## config.mk

```make
export PLATFORM = sky130hd
export DESIGN_NAME = rx_loader_ctrl_flat
export DESIGN_NICKNAME = d
export VERILOG_FILES = /design/src/rtl/rx_loader_ctrl_if.sv /design/src/rtl/rx_loader_ctrl.sv /design/src/flat_wrapper.sv
export SDC_FILE = /design/constraint.sdc
export NUM_CORES = 1
export LEC_CHECK = 0
export CORE_AREA = 2 2 85 103
export DETAILED_ROUTE_END_ITERATION = 7
export DIE_AREA = 0 0 87 105
export GPL_ROUTABILITY_DRIVEN = 1
export HOLD_SLACK_MARGIN = 0.12
export PLACE_DENSITY = 0.92
export RECOVER_POWER = 100
export SETUP_SLACK_MARGIN = 0.2
export SLEW_MARGIN = 10
export SYNTH_ARGS = -nofsm -noshare
export SYNTH_HDL_FRONTEND = slang
export SYNTH_SLANG_ARGS = --single-unit
```

## constraint.sdc

```tcl
create_clock -name clock -period 4.75 [get_ports clock]
set_input_delay 0.95 -clock clock [delete_from_list [all_inputs] [get_ports clock]]
set_output_delay 0.95 -clock clock [all_outputs]
set_load 0.01 [all_outputs]
```

## src/rtl/rx_loader_ctrl_if.sv

```systemverilog
// Bus between the UART receiver / CPU side and the program loader.
// The master drives the received byte stream and the CPU halt level.
// The slave (the loader) drives the instruction-memory write port,
// the status pulses and the CPU execution gates.
interface rx_loader_ctrl_if #(
  parameter int NB_DATA = 8,
  parameter int NB_WORD = 32,
  parameter int NB_ADDR = 10
);
  logic               rx_done_tick;
  logic [NB_DATA-1:0] rx_data;
  logic               cpu_halt;
  logic               mem_we;
  logic [NB_ADDR-1:0] mem_addr;
  logic [NB_WORD-1:0] mem_data;
  logic               load_done;
  logic               load_err;
  logic               cmd_err;
  logic               run_en;
  logic               step_pulse;

  modport master (
    output rx_done_tick, rx_data, cpu_halt,
    input  mem_we, mem_addr, mem_data, load_done, load_err, cmd_err, run_en, step_pulse
  );

  modport slave (
    input  rx_done_tick, rx_data, cpu_halt,
    output mem_we, mem_addr, mem_data, load_done, load_err, cmd_err, run_en, step_pulse
  );
endinterface

```

## src/rtl/rx_loader_ctrl.sv

```systemverilog
// Command decoder and program loader behind the debug UART receiver.
// IDLE decodes single-byte commands ('L' load, 'C' continuous run,
// 'S' single step). LOAD packs little-endian bytes into 32-bit words and
// writes them to consecutive instruction-memory addresses until a halt
// word (all ones) or the last address is written. An inter-byte timeout
// abandons a stalled load. RUN and STEP gate the CPU until it halts.
// NB_WORD must equal 4*NB_DATA and TIMEOUT must be at least 2.
module rx_loader_ctrl #(
  parameter int NB_DATA = 8,
  parameter int NB_WORD = 32,
  parameter int NB_ADDR = 10,
  parameter int TIMEOUT = 1_000_000
) (
  input  logic           clock,
  input  logic           reset,
  rx_loader_ctrl_if.slave bus
);

  localparam int NB_TMO = $clog2(TIMEOUT);
  localparam logic [NB_TMO-1:0]  TMO_LAST  = NB_TMO'(TIMEOUT - 1);
  localparam logic [NB_ADDR-1:0] ADDR_LAST = '1;
  localparam logic [NB_DATA-1:0] CMD_LOAD  = NB_DATA'(8'h4C);
  localparam logic [NB_DATA-1:0] CMD_CONT  = NB_DATA'(8'h43);
  localparam logic [NB_DATA-1:0] CMD_STEP  = NB_DATA'(8'h53);

  typedef enum logic [1:0] {IDLE, LOAD, RUN, STEP} state_t;

  state_t             state_reg, state_next;
  logic [1:0]         byte_cnt_reg, byte_cnt_next;
  logic [NB_WORD-1:0] word_reg, word_next;
  logic [NB_ADDR-1:0] addr_reg, addr_next;
  logic [NB_TMO-1:0]  tmo_reg, tmo_next;
  logic               mem_we_reg, mem_we_next;
  logic [NB_WORD-1:0] mem_data_reg, mem_data_next;
  logic               last_reg, last_next;
  logic               load_done_reg, load_done_next;
  logic               load_err_reg, load_err_next;
  logic               cmd_err_reg, cmd_err_next;
  logic               step_pulse_reg, step_pulse_next;

  // Partial word with the incoming byte dropped into the lane picked by
  // the byte counter; lane 0 is the least significant byte.
  logic [NB_WORD-1:0] word_merged;

  for (genvar gi = 0; gi < 4; gi++) begin : g_lane
    assign word_merged[gi*NB_DATA +: NB_DATA] =
      (byte_cnt_reg == 2'(gi)) ? bus.rx_data : word_reg[gi*NB_DATA +: NB_DATA];
  end

  // State and output registers; reset forces IDLE and drops any pending write.
  always_ff @(posedge clock) begin
    if (reset) begin
      state_reg      <= IDLE;
      byte_cnt_reg   <= '0;
      word_reg       <= '0;
      addr_reg       <= '0;
      tmo_reg        <= '0;
      mem_we_reg     <= 1'b0;
      mem_data_reg   <= '0;
      last_reg       <= 1'b0;
      load_done_reg  <= 1'b0;
      load_err_reg   <= 1'b0;
      cmd_err_reg    <= 1'b0;
      step_pulse_reg <= 1'b0;
    end else begin
      state_reg      <= state_next;
      byte_cnt_reg   <= byte_cnt_next;
      word_reg       <= word_next;
      addr_reg       <= addr_next;
      tmo_reg        <= tmo_next;
      mem_we_reg     <= mem_we_next;
      mem_data_reg   <= mem_data_next;
      last_reg       <= last_next;
      load_done_reg  <= load_done_next;
      load_err_reg   <= load_err_next;
      cmd_err_reg    <= cmd_err_next;
      step_pulse_reg <= step_pulse_next;
    end
  end

  // Next-state and registered-output decode; pulses default low every cycle.
  always_comb begin
    state_next      = state_reg;
    byte_cnt_next   = byte_cnt_reg;
    word_next       = word_reg;
    addr_next       = addr_reg;
    tmo_next        = tmo_reg;
    mem_we_next     = 1'b0;
    mem_data_next   = mem_data_reg;
    last_next       = last_reg;
    load_done_next  = load_done_reg;
    load_err_next   = 1'b0;
    cmd_err_next    = 1'b0;
    step_pulse_next = 1'b0;

    unique case (state_reg)
      IDLE: begin
        if (bus.rx_done_tick) begin
          if (bus.rx_data == CMD_LOAD) begin
            state_next     = LOAD;
            load_done_next = 1'b0;
            addr_next      = '0;
            byte_cnt_next  = '0;
            tmo_next       = '0;
            last_next      = 1'b0;
          end else if (bus.rx_data == CMD_CONT && load_done_reg) begin
            state_next = RUN;
          end else if (bus.rx_data == CMD_STEP && load_done_reg) begin
            state_next = STEP;
          end else begin
            cmd_err_next = 1'b1;
          end
        end
      end

      LOAD: begin
        if (mem_we_reg && last_reg) begin
          // Final word is being written this cycle: program is complete.
          state_next     = IDLE;
          load_done_next = 1'b1;
        end else begin
          // Address advances once the current write has been presented.
          if (mem_we_reg) begin
            addr_next = addr_reg + NB_ADDR'(1);
          end
          if (bus.rx_done_tick) begin
            tmo_next      = '0;
            word_next     = word_merged;
            byte_cnt_next = byte_cnt_reg + 2'd1;
            if (byte_cnt_reg == 2'd3) begin
              // A 4th byte never coincides with a write, so addr_reg is the
              // address this word will land at.
              mem_we_next   = 1'b1;
              mem_data_next = word_merged;
              last_next     = (word_merged == '1) || (addr_reg == ADDR_LAST);
            end
          end else if (tmo_reg == TMO_LAST) begin
            // Counter reaches TIMEOUT on this edge: abandon the partial word.
            state_next    = IDLE;
            load_err_next = 1'b1;
            tmo_next      = '0;
            byte_cnt_next = '0;
          end else begin
            tmo_next = tmo_reg + NB_TMO'(1);
          end
        end
      end

      RUN: begin
        if (bus.cpu_halt) begin
          state_next = IDLE;
        end
      end

      STEP: begin
        // Halt takes priority over a simultaneous step request.
        if (bus.cpu_halt) begin
          state_next = IDLE;
        end else if (bus.rx_done_tick && bus.rx_data == CMD_STEP) begin
          step_pulse_next = 1'b1;
        end
      end

      default: state_next = IDLE;
    endcase
  end

  assign bus.mem_we     = mem_we_reg;
  assign bus.mem_addr   = addr_reg;
  assign bus.mem_data   = mem_data_reg;
  assign bus.load_done  = load_done_reg;
  assign bus.load_err   = load_err_reg;
  assign bus.cmd_err    = cmd_err_reg;
  assign bus.run_en     = (state_reg == RUN);
  assign bus.step_pulse = step_pulse_reg;

endmodule

```

## src/flat_wrapper.sv

```systemverilog
// flat-port wrapper written by rule: the top's interface ports become plain ports
module rx_loader_ctrl_flat 
#(
  parameter int NB_DATA = 8,
  parameter int NB_WORD = 32,
  parameter int NB_ADDR = 10,
  parameter int TIMEOUT = 1_000_000
)
  (clock, reset, bus_rx_done_tick, bus_rx_data, bus_cpu_halt, bus_mem_we, bus_mem_addr, bus_mem_data, bus_load_done, bus_load_err, bus_cmd_err, bus_run_en, bus_step_pulse);
  rx_loader_ctrl_if #(.NB_DATA(NB_DATA), .NB_WORD(NB_WORD), .NB_ADDR(NB_ADDR)) bus_i ();
  input  logic clock;
  input  logic reset;
  input wire logic [$bits(bus_i.rx_done_tick)-1:0] bus_rx_done_tick;
  input wire logic [$bits(bus_i.rx_data)-1:0] bus_rx_data;
  input wire logic [$bits(bus_i.cpu_halt)-1:0] bus_cpu_halt;
  output wire logic [$bits(bus_i.mem_we)-1:0] bus_mem_we;
  output wire logic [$bits(bus_i.mem_addr)-1:0] bus_mem_addr;
  output wire logic [$bits(bus_i.mem_data)-1:0] bus_mem_data;
  output wire logic [$bits(bus_i.load_done)-1:0] bus_load_done;
  output wire logic [$bits(bus_i.load_err)-1:0] bus_load_err;
  output wire logic [$bits(bus_i.cmd_err)-1:0] bus_cmd_err;
  output wire logic [$bits(bus_i.run_en)-1:0] bus_run_en;
  output wire logic [$bits(bus_i.step_pulse)-1:0] bus_step_pulse;
  assign bus_i.rx_done_tick = bus_rx_done_tick;
  assign bus_i.rx_data = bus_rx_data;
  assign bus_i.cpu_halt = bus_cpu_halt;
  assign bus_mem_we = bus_i.mem_we;
  assign bus_mem_addr = bus_i.mem_addr;
  assign bus_mem_data = bus_i.mem_data;
  assign bus_load_done = bus_i.load_done;
  assign bus_load_err = bus_i.load_err;
  assign bus_cmd_err = bus_i.cmd_err;
  assign bus_run_en = bus_i.run_en;
  assign bus_step_pulse = bus_i.step_pulse;
  rx_loader_ctrl #(.NB_DATA(NB_DATA), .NB_WORD(NB_WORD), .NB_ADDR(NB_ADDR), .TIMEOUT(TIMEOUT)) u_core (.clock(clock), .reset(reset), .bus(bus_i));
endmodule
```

==> impl_metrics.prom <==
# TYPE chip_impl_metric gauge
chip_impl_info{name="worst_path_max_delay_cell",value="sky130_fd_sc_hd__dlygate4sd3_1"} 1
chip_impl_metric{name="synth_top_area_share",unit="%"} 44.56
chip_impl_metric{name="finClkSkew",unit="ns"} 0.01008
chip_impl_metric{name="cts.path.max_buffers",unit=""} 2
chip_impl_metric{name="synth.net_count",unit=""} 547
chip_impl_info{name="cp-endpoint",value="u_core.tmo_reg[15]"} 1
chip_impl_info{name="layout.cells.most_common_list",value="104 x sky130_fd_sc_hd__dfxtp_1, 74 x sky130_fd_sc_hd__nor2_1, 52 x sky130_fd_sc_hd__dlygate4sd3_1, 47 x sky130_fd_sc_hd__mux2i_1, 47 x sky130_fd_sc_hd__nand2_1"} 1
chip_impl_metric{name="synth_simple_gate_area_share",unit="%"} 23.75
chip_impl_metric{name="ctsHoldBuffers",unit=""} 0
chip_impl_metric{name="timing_max_transition_violations_final",unit=""} 0
chip_impl_info{name="startpoint",value="bus_rx_data[6]"} 1
chip_impl_info{name="status",value="completed"} 1
chip_impl_metric{name="area.sequential",unit="sq um"} 2082
chip_impl_metric{name="cts_num_sinks",unit=""} 104
chip_impl_metric{name="drive_gt1_share",unit="%"} 4.340
chip_impl_info{name="grt_setup_unrepaired",value="no"} 1
chip_impl_metric{name="synthXorXnorAreaFrac",unit="%"} 4.124
chip_impl_metric{name="detail_route.first_pass.iterations",unit=""} 4
chip_impl_info{name="tritoncts_clock_tree",value="built"} 1
chip_impl_metric{name="ir_worst_vdd",unit="mV"} 0.1466
chip_impl_metric{name="syn_avg_cell_area",unit="sq um"} 8.832
chip_impl_metric{name="drcViolationCount",unit=""} 0
chip_impl_metric{name="post-route-period-util",unit="%"} 76.71
chip_impl_metric{name="core_region_area",unit="sq um"} 8063
chip_impl_metric{name="synth-compound-area-share",unit="%"} 12.32
chip_impl_metric{name="grt_use_total",unit="%"} 24.13
chip_impl_metric{name="fmax",unit="GHz"} 0.2744
chip_impl_metric{name="async_reset_ff_share",unit="%"} 0
chip_impl_metric{name="timing.final.crit_period",unit="ns"} 3.644
chip_impl_metric{name="utilization",unit="%"} 67.94
chip_impl_metric{name="num_rows",unit=""} 36
chip_impl_metric{name="power-per-cell-area",unit="nW/um^2"} 277.2
chip_impl_metric{name="post_route_setup_tns",unit="ns"} 0
chip_impl_metric{name="antenna_found_initial",unit=""} 0
chip_impl_metric{name="layout.filler_cells",unit=""} 576
chip_impl_metric{name="tightest_slew",unit="ns"} 0.9786
chip_impl_metric{name="pin_count_of_the_biggest_net_entering_global_routing",unit=""} 55
chip_impl_info{name="worstSetupStartpointType",value="input pin"} 1
chip_impl_metric{name="finalWeightedCongestion",unit=""} 0.8937
chip_impl_info{name="yosys-top-cells-area",value="sky130_fd_sc_hd__dfxtp_1 45%, sky130_fd_sc_hd__mux2i_1 10%, sky130_fd_sc_hd__nor2_1 5.9%"} 1
chip_impl_metric{name="synth_edf_count",unit=""} 0
chip_impl_metric{name="synth.ff_latch_count",unit=""} 104
chip_impl_metric{name="synthToLayoutAreaGrowth",unit="%"} 17.25
chip_impl_metric{name="number_of_failing_setup_endpoints_in_the_final_timing_report",unit=""} 0
chip_impl_metric{name="hold_viol",unit=""} 0
chip_impl_info{name="worst_hold_path_type",value="reg2reg"} 1
chip_impl_info{name="worst_r2r_endpoint",value="u_core.tmo_reg[5]"} 1
chip_impl_metric{name="vias_per_cell",unit=""} 5.976
chip_impl_metric{name="synth-seq-area-share",unit="%"} 44.56
chip_impl_metric{name="grt_overflow_total",unit=""} 0
chip_impl_metric{name="post_cts_buffers",unit=""} 0
chip_impl_metric{name="cp_data_required_time",unit="ns"} 5.03
chip_impl_metric{name="timing.reg2reg.setup_slack",unit="ns"} 2.14
chip_impl_info{name="combinational_family_with_the_most_area_after_synthesis",value="simple AND/OR/NAND/NOR gates"} 1
chip_impl_metric{name="post_synth_inst_count",unit=""} 529
chip_impl_metric{name="detailroute.via_count",unit=""} 4010
chip_impl_metric{name="wl_per_cell",unit="um"} 15.79
chip_impl_metric{name="synth_area",unit="sq um"} 4672
chip_impl_metric{name="antenna_cells_inserted",unit=""} 0
chip_impl_metric{name="p_leak",unit="nW"} 2.149
chip_impl_info{name="netlist.top_cell.by_area",value="sky130_fd_sc_hd__dfxtp_1"} 1
chip_impl_metric{name="die_y",unit="um"} 105
chip_impl_metric{name="antenna_left",unit=""} 0
chip_impl_metric{name="netlist-cell-type-count",unit=""} 52
chip_impl_metric{name="start_util",unit="%"} 57.95
chip_impl_metric{name="port_buffers",unit=""} 59
chip_impl_metric{name="post_synth_mux_area_share",unit="%"} 10.07
chip_impl_info{name="synth_flop_cell",value="sky130_fd_sc_hd__dfxtp_1"} 1
chip_impl_metric{name="first_pass_grt_wire_length",unit="um"} 18100
chip_impl_metric{name="reg2regPathDepth",unit=""} 6
chip_impl_metric{name="detail_route.wirelength",unit="um"} 10590
chip_impl_metric{name="cts_made_buffers",unit=""} 9
chip_impl_metric{name="cts-resized-gates",unit=""} 0
chip_impl_metric{name="nNetsFinal",unit=""} 589
chip_impl_metric{name="cp_max_fo",unit=""} 18
chip_impl_metric{name="critical_path_arrival",unit="ns"} 3.93
chip_impl_info{name="clk_root_buffer_cell",value="sky130_fd_sc_hd__clkbuf_8"} 1
chip_impl_metric{name="critical-path-max-stage-delay",unit="ns"} 0.85
chip_impl_metric{name="die_x",unit="um"} 87
chip_impl_metric{name="yosys_warnings",unit=""} 0
chip_impl_info{name="end_kind",value="flip-flop"} 1
chip_impl_info{name="final_common_cell",value="sky130_fd_sc_hd__dfxtp_1"} 1
chip_impl_metric{name="design.die.area",unit="sq um"} 9135
chip_impl_info{name="crit_chain",value="dlygate4sd3_1, or3b_1, o31ai_4, clkbuf_1, nand2_1, or3_1, a21oi_1"} 1
chip_impl_info{name="regToRegStartpoint",value="u_core.tmo_reg[6]"} 1
chip_impl_metric{name="synth-adder-area-share",unit="%"} 1.607
chip_impl_metric{name="ios",unit=""} 60
chip_impl_metric{name="sum_of_net_half_perimeters_after_detailed_placement",unit="um"} 7446
chip_impl_metric{name="clk-insertion-delay-late",unit="ns"} 0.37
chip_impl_metric{name="dr.first_iter.drc_count",unit=""} 352
chip_impl_metric{name="multiInputGateArea",unit="sq um"} 2421
chip_impl_metric{name="clkSlewWorstSetupHoldPaths",unit="ns"} 0.09
chip_impl_metric{name="max_cap_viol_count",unit=""} 0
chip_impl_info{name="criticalPathCategory",value="in2reg"} 1
chip_impl_metric{name="grt_pass1_vias",unit=""} 3917
chip_impl_metric{name="relSlewSlack",unit="%"} 34.26
chip_impl_metric{name="htreeDepth",unit=""} 3
## worst max-delay path: cells and delay by family
family,cells,cell delay [ns]
simple gates,3,0.94
buf+inv,2,1.47
compound gates,2,0.55
## layer usage
layer	vias up	GRT usage [%]	share of wire, %
li1	1960	-	-
met1	1902	30.06	42
met2	125	40.57	51
met3	23	4.028	5.0
met4	0	10.04	2.3
met5	-	0	0
## report_power, final
part | leakage [nW] | internal [W] | total [W] | switching, W
logic | 1.21 | 0.0000158 | 0.0000536 | 0.0000378
registers | 0.837 | 0.000872 | 0.000872 | 0.000000290
clock network | 0.106 | 0.000297 | 0.000593 | 0.000296
total | 2.15 | 0.00118 | 0.00152 | 0.000334
## worst min path at each step
stage                         from                   to  slack, ns  cells after the start
2_1_floorplan  u_core.word_reg[24]  u_core.word_reg[24]       0.43                      2
3_3_place_gp   u_core.word_reg[30]  u_core.word_reg[30]       0.44                      2
3_5_place_dp   u_core.word_reg[27]  u_core.word_reg[27]       0.45                      2
4_1_cts        u_core.word_reg[27]  u_core.word_reg[27]       0.46                      2
5_1_grt        u_core.word_reg[27]  u_core.word_reg[27]       0.48                      2
6_report       u_core.word_reg[27]  u_core.word_reg[27]       0.46                      2
## per-stage QoR
step	setup WS, ns	hold slack, ns	area (sq um)	total power, W	instances
floorplan	2.391	0.4318	4672	0.0009243	529
global placement	1.278	0.4419	5270	0.0009449	655
detailed placement	1.164	0.4513	5270	0.0009463	655
CTS	1.543	0.4641	5488	0.001528	671
global route	0.7870	0.4831	5478	0.001567	671
finish	1.106	0.4621	5478	0.001518	671
## area by class of cell
cell class / instances / area share [%]
clock inverter: 7 / 1.713
sequential: 104 / 38.01
inverter: 6 / 0.4111
timing repair buffer: 64 / 11.24
multi-input combinational: 386 / 44.20
tap: 95 / 2.170
clock buffer: 9 / 2.261
## cell usage after synthesis (all sizes together) (2+ instances only)
| cell | n |
|---|---|
| inv | 6 |
| o31ai | 2 |
| xor2 | 20 |
| nor2b | 6 |
| or3 | 5 |
| o21ai | 13 |
| o21bai | 3 |
| nand3b | 2 |
| ha | 6 |
| nand2 | 47 |
| a21oi | 34 |
| xnor2 | 2 |
| nand4 | 24 |
| and3 | 5 |
| buf | 10 |
| and2 | 3 |
| a32oi | 2 |
| dfxtp | 104 |
| mux2i | 47 |
| nand2b | 3 |
| or4 | 2 |
| a211oi | 24 |
| nor3b | 4 |
| nor3 | 10 |
| clkbuf | 23 |
| nor2 | 74 |
| and4 | 2 |
| nand3 | 25 |
| nand4b | 6 |
## cells by family (layout without fill, tap and decap cells)
logic type,Yosys count,in the layout
DFF,104,104
and+or+nand+nor,224,224
xor gates and xnor gates,22,22
buffers and inverters,39,86
adders and majority gates,6,6
AOI/OAI and AO/OA,87,87
muxes,47,47
Power figures use the tool's default switching activity.
